File: config.mk
export PLATFORM = sky130hd
export DESIGN_NAME = code_sequencer
export DESIGN_NICKNAME = d
export VERILOG_FILES = /design/src/rtl/code_sequencer.sv
export SDC_FILE = /design/constraint.sdc
export NUM_CORES = 1
export LEC_CHECK = 0
export CORE_MARGIN = 3
export CORE_UTILIZATION = 39
export DETAILED_ROUTE_END_ITERATION = 7
export PLACE_DENSITY_LB_ADDON = 0.25
export SKIP_CTS_REPAIR_TIMING = 1
export SLEW_MARGIN = 40
export SYNTH_ARGS = -nofsm -noshare
export SYNTH_HDL_FRONTEND = slang
export SYNTH_SLANG_ARGS = --single-unit
File: constraint.sdc
create_clock -name clk -period 9.1 [get_ports clk]
set_clock_uncertainty 0.15 [all_clocks]
set_input_delay 2.275 -clock clk [delete_from_list [all_inputs] [get_ports clk]]
set_output_delay 2.275 -clock clk [all_outputs]
set_load 0.1 [all_outputs]
File: src/rtl/code_sequencer.sv
// code_sequencer: runs a small stored program of op codes line by line,
// counting cycles per line and epochs per run, under controller requests.
module code_sequencer #(
    parameter int unsigned op_size    = 4,
    parameter int unsigned code_depth = 8,
    parameter int unsigned epoch_init = 3,
    localparam int unsigned AW = (code_depth > 1) ? $clog2(code_depth) : 1
) (
    input  logic               clk,
    input  logic               reset,
    input  logic               start,
    input  logic               prog_we,
    input  logic [AW-1:0]      prog_addr,
    input  logic [op_size-1:0] prog_op,
    input  logic               count_reset,
    input  logic               code_active,
    input  logic               code_reset,
    output logic [op_size-1:0] op,
    output logic [31:0]        code_count,
    output logic [31:0]        code_index,
    output logic [31:0]        epoch_left,
    output logic               busy,
    output logic               done
);

    localparam int unsigned LAST = code_depth - 1;

    typedef enum logic [1:0] {
        S_IDLE = 2'd0,
        S_RUN  = 2'd1,
        S_DONE = 2'd2
    } state_t;

    state_t             r_state;
    state_t             w_state_nxt;
    logic [op_size-1:0] r_mem [code_depth];
    logic [op_size-1:0] r_op;
    logic [op_size-1:0] w_op_nxt;
    logic [31:0]        r_code_count;
    logic [31:0]        w_count_nxt;
    logic [31:0]        r_code_index;
    logic [31:0]        w_index_nxt;
    logic [31:0]        r_epoch_left;
    logic [31:0]        w_epoch_nxt;
    logic [31:0]        w_adv_idx;
    logic               r_busy;
    logic               r_done;
    logic               r_active_q;
    logic               r_creset_q;
    logic               w_active_rise;
    logic               w_creset_rise;

    assign w_active_rise = code_active & ~r_active_q;
    assign w_creset_rise = code_reset & ~r_creset_q;
    assign w_adv_idx     = (r_code_index == 32'(LAST)) ? 32'd0 : r_code_index + 32'd1;

    // Program memory: writable only while not running; untouched by reset.
    always_ff @(posedge clk) begin
        if (!reset && prog_we && (r_state != S_RUN)) begin
            r_mem[prog_addr] <= prog_op;
        end
    end

    // State register.
    always_ff @(posedge clk) begin
        if (reset) begin
            r_state <= S_IDLE;
        end else begin
            r_state <= w_state_nxt;
        end
    end

    // Next state and next datapath values; code_reset beats code_active beats count_reset.
    always_comb begin
        w_state_nxt = r_state;
        w_index_nxt = r_code_index;
        w_count_nxt = r_code_count;
        w_epoch_nxt = r_epoch_left;
        unique case (r_state)
            S_IDLE, S_DONE: begin
                if (start) begin
                    w_index_nxt = 32'd0;
                    w_count_nxt = 32'd0;
                    w_epoch_nxt = 32'(epoch_init);
                    w_state_nxt = (r_mem[0] == '0) ? S_DONE : S_RUN;
                end
            end
            S_RUN: begin
                if (w_creset_rise) begin
                    w_index_nxt = 32'd0;
                    w_count_nxt = 32'd0;
                    if (r_epoch_left <= 32'd1) begin
                        w_epoch_nxt = 32'd0;
                        w_state_nxt = S_DONE;
                    end else begin
                        w_epoch_nxt = r_epoch_left - 32'd1;
                        if (r_mem[0] == '0) begin
                            w_state_nxt = S_DONE;
                        end
                    end
                end else if (w_active_rise) begin
                    // Halt on an op-0 line: stay on the current line and stop.
                    if (r_mem[w_adv_idx[AW-1:0]] == '0) begin
                        w_state_nxt = S_DONE;
                    end else begin
                        w_index_nxt = w_adv_idx;
                        w_count_nxt = 32'd0;
                    end
                end else if (count_reset) begin
                    w_count_nxt = 32'd0;
                end else if (r_code_count != 32'hFFFF_FFFF) begin
                    w_count_nxt = r_code_count + 32'd1;
                end
            end
            default: begin
                w_state_nxt = S_IDLE;
            end
        endcase
        w_op_nxt = (w_state_nxt == S_RUN) ? r_mem[w_index_nxt[AW-1:0]] : '0;
    end

    // Registered datapath, status flags and edge-detect history.
    always_ff @(posedge clk) begin
        if (reset) begin
            r_op         <= '0;
            r_code_count <= 32'd0;
            r_code_index <= 32'd0;
            r_epoch_left <= 32'd0;
            r_busy       <= 1'b0;
            r_done       <= 1'b0;
            r_active_q   <= 1'b0;
            r_creset_q   <= 1'b0;
        end else begin
            r_op         <= w_op_nxt;
            r_code_count <= w_count_nxt;
            r_code_index <= w_index_nxt;
            r_epoch_left <= w_epoch_nxt;
            r_busy       <= (w_state_nxt == S_RUN);
            r_done       <= (w_state_nxt == S_DONE);
            r_active_q   <= code_active;
            r_creset_q   <= code_reset;
        end
    end

    assign op         = r_op;
    assign code_count = r_code_count;
    assign code_index = r_code_index;
    assign epoch_left = r_epoch_left;
    assign busy       = r_busy;
    assign done       = r_done;

endmodule

# Word level (Yosys, flattened, before mapping)
# Memories as Yosys holds them, arrays and structs flattened. A register that Yosys moved wholly into a read port is not among the register bits.
# Cells that the tools add are included.
# classes
n_mux,27
addsub,3
order_cmp,1
eq_ne,13
n_bitwise,5
n_reduce_logical,12
# op_table
op,n
32-bit 2-to-1 mux,14
32-bit case mux with 2 select lines,3
"32-bit by 1-bit adder with 32-bit output, second input constant",2
"32-bit by 3-bit == test with 1-bit output, second input constant",1
"32-bit by 1-bit less-or-equal comparator with 1-bit output, second input constant",1
"32-bit inequality test, second input constant",1
"32-bit by 1-bit subtractor with 32-bit output, second input constant",1
2-bit 2-to-1 mux,7
4-bit zero test,2
4-bit AND reduction,2
"3-bit inequality test, second input constant",2
"5-bit inequality test, second input constant",1
"2-bit by 1-bit == test with 1-bit output, second input constant",2
"2-bit == test, second input constant",2
"2-bit inequality test, second input constant",2
"4-bit inequality test, second input constant",1
2-bit case mux with 2 select lines,1
2-bit OR reduction,2
1-bit inverter,3
3-bit AND reduction,1
1-bit AND,2
1-bit logical AND,2
2-bit zero test,1
1-bit 2-to-1 mux,2
3 further kinds,3
# totals
in_bits,14
word_cells,71
register_bits,102
memories,1
ram_bits,32
# memory_table
name,words,width,rd,rd_ports_with_merged_regs,wr,line,rtl
r_mem,8,4,3,1,1,36,logic [op_size-1:0] r_mem [code_depth];

# Depth between registers and ports, before layout
# An unclocked memory read counts as a cell.
# depth
word_depth,11
ltp_mapped,12
ltp_nobuf,11

# Least setup slack after synthesis
# No wires, ideal clock.
# synth_path
kind,input port to flip-flop
startpoint,in start
endpoint,"reg r_epoch_left[12], in the netlist epoch_left[12]"
stages,11
required_ns,8.833
setup_ns,0.117
t_arrival_ns,4.237
slack_ns,4.596
n_path_buf,2
path_cell_list,nor2b_1 > nor2_1 > nor2_1 > nand2_1 > or2_1 > clkbuf_1 > or4_1 > clkbuf_1 > nor4_1 > xnor2_1 > nor2_1
# synth_between
elab_chain_cells,2
# synth_rtl
element,line,rtl
start: declaration,11,"input logic start,"
2-bit inequality test (no source line),n/a,
3-bit AND reduction (no source line),n/a,
end signal: assignment,137,r_epoch_left <= w_epoch_nxt;
end: declaration,43,logic [31:0] r_epoch_left;
# Every way passes these cells.
# A chain may end at the register's enable or synchronous reset.

# Final worst setup path
# layout_path
startpoint,in start
endpoint,"reg r_epoch_left[31], in the netlist epoch_left[31]"
# Same word-level chain as after synthesis.

==> impl_results.rst <==
.. list-table::
   :header-rows: 1

   * - Metric
     - Value
   * - Area enclosed by the die boundary
     - 18700 sq um
   * - Post-synthesis cell type count
     - 65
   * - Clock power share
     - 0.251
   * - Sequential share of power
     - 0.288
   * - Sort of element at the end of the critical path
     - register
   * - Pwr dens
     - 337 nW/um^2
   * - Detailed-route vias per instance
     - 5.53
   * - Standard cell core area
     - 16600 sq um
   * - Worst Path Required
     - 9.24 ns
   * - Fraction of power spent switching nets
     - 0.471
   * - Met3 routing resource usage after global routing
     - 0.0452
   * - Yosys Warn Count
     - 0
   * - Layout fillers
     - 1627
   * - Synthesized netlist cell count
     - 780
   * - Count of pins over their slew limit
     - 0
   * - Predominant post-synthesis flop cell
     - dfxtp_1
   * - Setup slack, reg-to-reg
     - 5.25 ns
   * - Synthesized cell area
     - 6670 sq um
   * - Global-route total usage across every layer
     - 0.186
   * - Max-cap violations
     - 0
   * - Level count of the clock H-tree
     - 4
   * - Pint
     - 1.44 mW
   * - Via count of the first global-routing pass
     - 5481
   * - Max Freq
     - 201 MHz
   * - Final core utilization
     - 0.486
   * - Period utilisation layout
     - 0.546
   * - Area taken by flip-flops and latches
     - 3080 sq um
   * - Number of remaining DRC errors
     - 0
   * - R2R Path End
     - code_count[26]$_SDFFE_PP0P_
   * - Post-synthesis sequential element count
     - 138
   * - Net Sw Power
     - 1.28 mW
   * - Met2 capacity usage during global routing
     - 0.289
   * - Count of boundary I/O pins
     - 116
   * - CTS Buf Count
     - 17
   * - Worst Path Arrival
     - 5.11 ns
   * - # clock sinks
     - 138
   * - Number of enable flip-flop cells after synthesis
     - 32
   * - Combinational power share
     - 0.461
   * - Routed Wire Length
     - 17300 microns
   * - Crit path kind
     - input port to register
   * - Global Route met1 Usage
     - 0.254
   * - DR WL/cell
     - 15.4 microns
   * - Clock tree from TritonCTS
     - built
   * - Total grt overflow
     - 0
   * - Reg2reg path depth
     - 9
   * - Setup crit start kind
     - input port
   * - Post-synthesis async set-or-reset flop share
     - 0
   * - Cell leakage power
     - 3.06 nW
   * - Start point of the worst hold path
     - code_index[31]$_SDFFE_PP0P_
   * - First DRT Iteration DRCs
     - 551
   * - Root buf cell
     - clkbuf_16
   * - Count of nets after finishing
     - 905
   * - Worst reg2reg startpoint
     - code_index[0]$_SDFF_PP0_
   * - Status
     - completed
   * - Worst vdd rail ir drop
     - 0.000469 V
   * - Post-route minimum period
     - 4.97 ns
   * - Area of the multi-input gates
     - 3420 sq um
   * - Number of iterations in the first detailed-routing pass
     - 7
   * - Number of buffers on the longest clock path
     - 2
   * - Biggest fanout along the worst timing path
     - 9
   * - Final TNS setup
     - 0 ns
   * - Avg Cell Area, Syn
     - 8.55 sq um
   * - Detailed-placement wirelength estimate
     - 12200 microns
   * - Share of cells above drive strength 1
     - 0.179
   * - Setup repair after global routing missed its margin
     - no
   * - Layer carrying the most global-route usage
     - met2
   * - Vertical die dimension
     - 137 microns
   * - Worst Tran Pin Value
     - 0.740 ns
   * - First-pass GRT wire length
     - 27800 microns
   * - Clock Pin Slew Worst Setup and Hold Paths
     - 0.06 ns
   * - Diode count
     - 0
   * - Pin count of the biggest net entering global routing
     - 49
   * - Final ANT Viol Nets
     - 0
   * - Area added between synthesis and finish
     - 21.3%
   * - CP Capture Point
     - epoch_left[31]$_SDFFE_PP0P_
   * - Clock latency on the worst-skew pair
     - 0.42 ns
   * - Initial core utilization
     - 0.401
   * - Width of the die
     - 137 microns
   * - Weighted congestion at the end of routability-driven global placement
     - 0.876
   * - Antenna violations before repair
     - 1
   * - Path class of the lowest-slack min-delay path
     - register to register
   * - Startpoint of the worst setup timing path
     - start
   * - Worst relative slew slack
     - 0.505
   * - Synthesized Nets
     - 798
   * - Count of buffers inserted at the top-level ports
     - 115
   * - Sequential element share of the synthesized area
     - 0.462
   * - Final Hold Fails
     - 0
   * - DR vias
     - 6183
   * - Number of setup violations in the final report
     - 0
   * - Standard-cell row count
     - 47
registers in the layout (all words and copies together), names as in the netlist:
| signal | cells |
|---|---|
| code_count | 32 |
| code_index | 32 |
| epoch_left | 32 |
| r_mem | 32 |
| op | 4 |
| r_state | 2 |
| busy | 1 |
| done | 1 |
| r_active_q | 1 |
| r_creset_q | 1 |
worst min-delay path by stage:
stage                                       end  cells after the start  slack, ns
floorplan                       done$_SDFF_PP0_                      2       0.42
global placement    code_index[31]$_SDFFE_PP0P_                      1       0.33
detailed placement  code_index[31]$_SDFFE_PP0P_                      1       0.34
CTS                 code_index[31]$_SDFFE_PP0P_                      1       0.35
global route        epoch_left[29]$_SDFFE_PP0P_                      2       0.38
finish              code_index[31]$_SDFFE_PP0P_                      1       0.35
metrics by stage:
stage | hold slack [ns] | setup WS, ns | cells | total power, mW | area, sq um
2_1_floorplan | 0.425 | 4.60 | 780 | 1.84 | 6670
3_3_place_gp | 0.333 | 3.76 | 1088 | 2.12 | 8010
3_5_place_dp | 0.339 | 3.64 | 1088 | 2.05 | 7510
4_1_cts | 0.347 | 4.07 | 1119 | 2.75 | 8090
5_1_grt | 0.376 | 3.73 | 1119 | 2.87 | 8090
6_report | 0.348 | 4.13 | 1119 | 2.72 | 8090
cell usage in the layout (no fill, tap or decap), drive strengths merged, types with 3 or more instances in the layout:
cell type / n
nand2b: 9
ha: 4
inv: 15
a21boi: 3
nand2: 45
nor2: 118
buf: 109
clkdlybuf4s50: 12
nor4: 21
nand3b: 14
o211ai: 3
nor2b: 7
or4b: 3
xor2: 12
o21ai: 56
or4: 7
or2: 4
dfxtp: 106
nor3: 33
a21oi: 74
edfxtp: 32
xnor2: 24
and3: 18
a31oi: 3
a211oi: 8
a311o: 4
a21o: 4
a211o: 4
or3: 27
nand4b: 3
nand4: 15
and4: 4
clkbuf: 20
clkinv: 4
nand3: 46
power by group through the flow:
stage / Combinational, mW / Clock, mW / Sequential, mW
3_5_place_dp: 1.26 / 0 / 0.797
6_report: 1.26 / 0.684 / 0.785
2_1_floorplan: 0.580 / 0 / 1.26
5_1_grt: 1.34 / 0.729 / 0.799
4_1_cts: 1.26 / 0.700 / 0.785
3_3_place_gp: 1.32 / 0 / 0.802
area by class of cell:
cell class | instances | share of cell area
timing repair buffer | 121 | 0.0841
clock inverter | 11 | 0.0145
multi-input combinational | 597 | 0.423
clock buffer | 20 | 0.0578
sequential | 138 | 0.381
inverter | 12 | 0.00557
tap | 220 | 0.0340
metal layers:
layer,wire [microns],share of wire
met3,929,0.054
met2,7920,0.46
met4,272,0.016
met5,11,0.00064
met1,8130,0.47
critical path: stages:
cell,delay (ns)
clkdlybuf4s50_1,0.49
inv_1,0.07
o21ai_0,0.42
nand2_1,0.38
nor4_1,0.62
nand2_1,0.24
nor2_1,0.27
nand4b_1,0.15
xor2_1,0.15
nor2_1,0.05
cells by family after synthesis:
logic type      after synthesis  synth area share
simple gates                381             0.298
mux                           3           0.00469
xor+xnor                     36            0.0473
buf+inv                      45            0.0263
flops                       138             0.462
compound gates              173             0.155
fa+ha+maj                     4           0.00750
Yosys cell counts, types with 3 or more instances:
master    instances  area, sq um
ha_1              4         50.1
or3_1            27          169
nor2b_1           7         43.8
nor2_1          117          439
inv_1            12         45.0
nand4_1          15         93.8
nor3_1           31          155
xor2_1           12          105
and3_1           18          113
nand2b_1          9         56.3
edfxtp_1         32          961
a31oi_1           3         18.8
a21o_1            4         30.0
dfxtp_1         106         2120
o21ai_0          53          265
and4_1            4         35.0
clkbuf_1         28          105
nand3b_1         14          105
xnor2_1          24          210
nand2_1          44          165
buf_2             5         25.0
nor4_1           21          131
a21oi_1          72          360
a211oi_1          8         60.1
a21boi_0          3         22.5
a211o_1           4         35.0
or2_2             3         18.8
a311o_1           4         40.0
or4_1             6         45.0
o21ai_1           3         15.0
nand3_1          46          230
nand4b_1          3         26.3
Power figures use the tool's default switching activity.
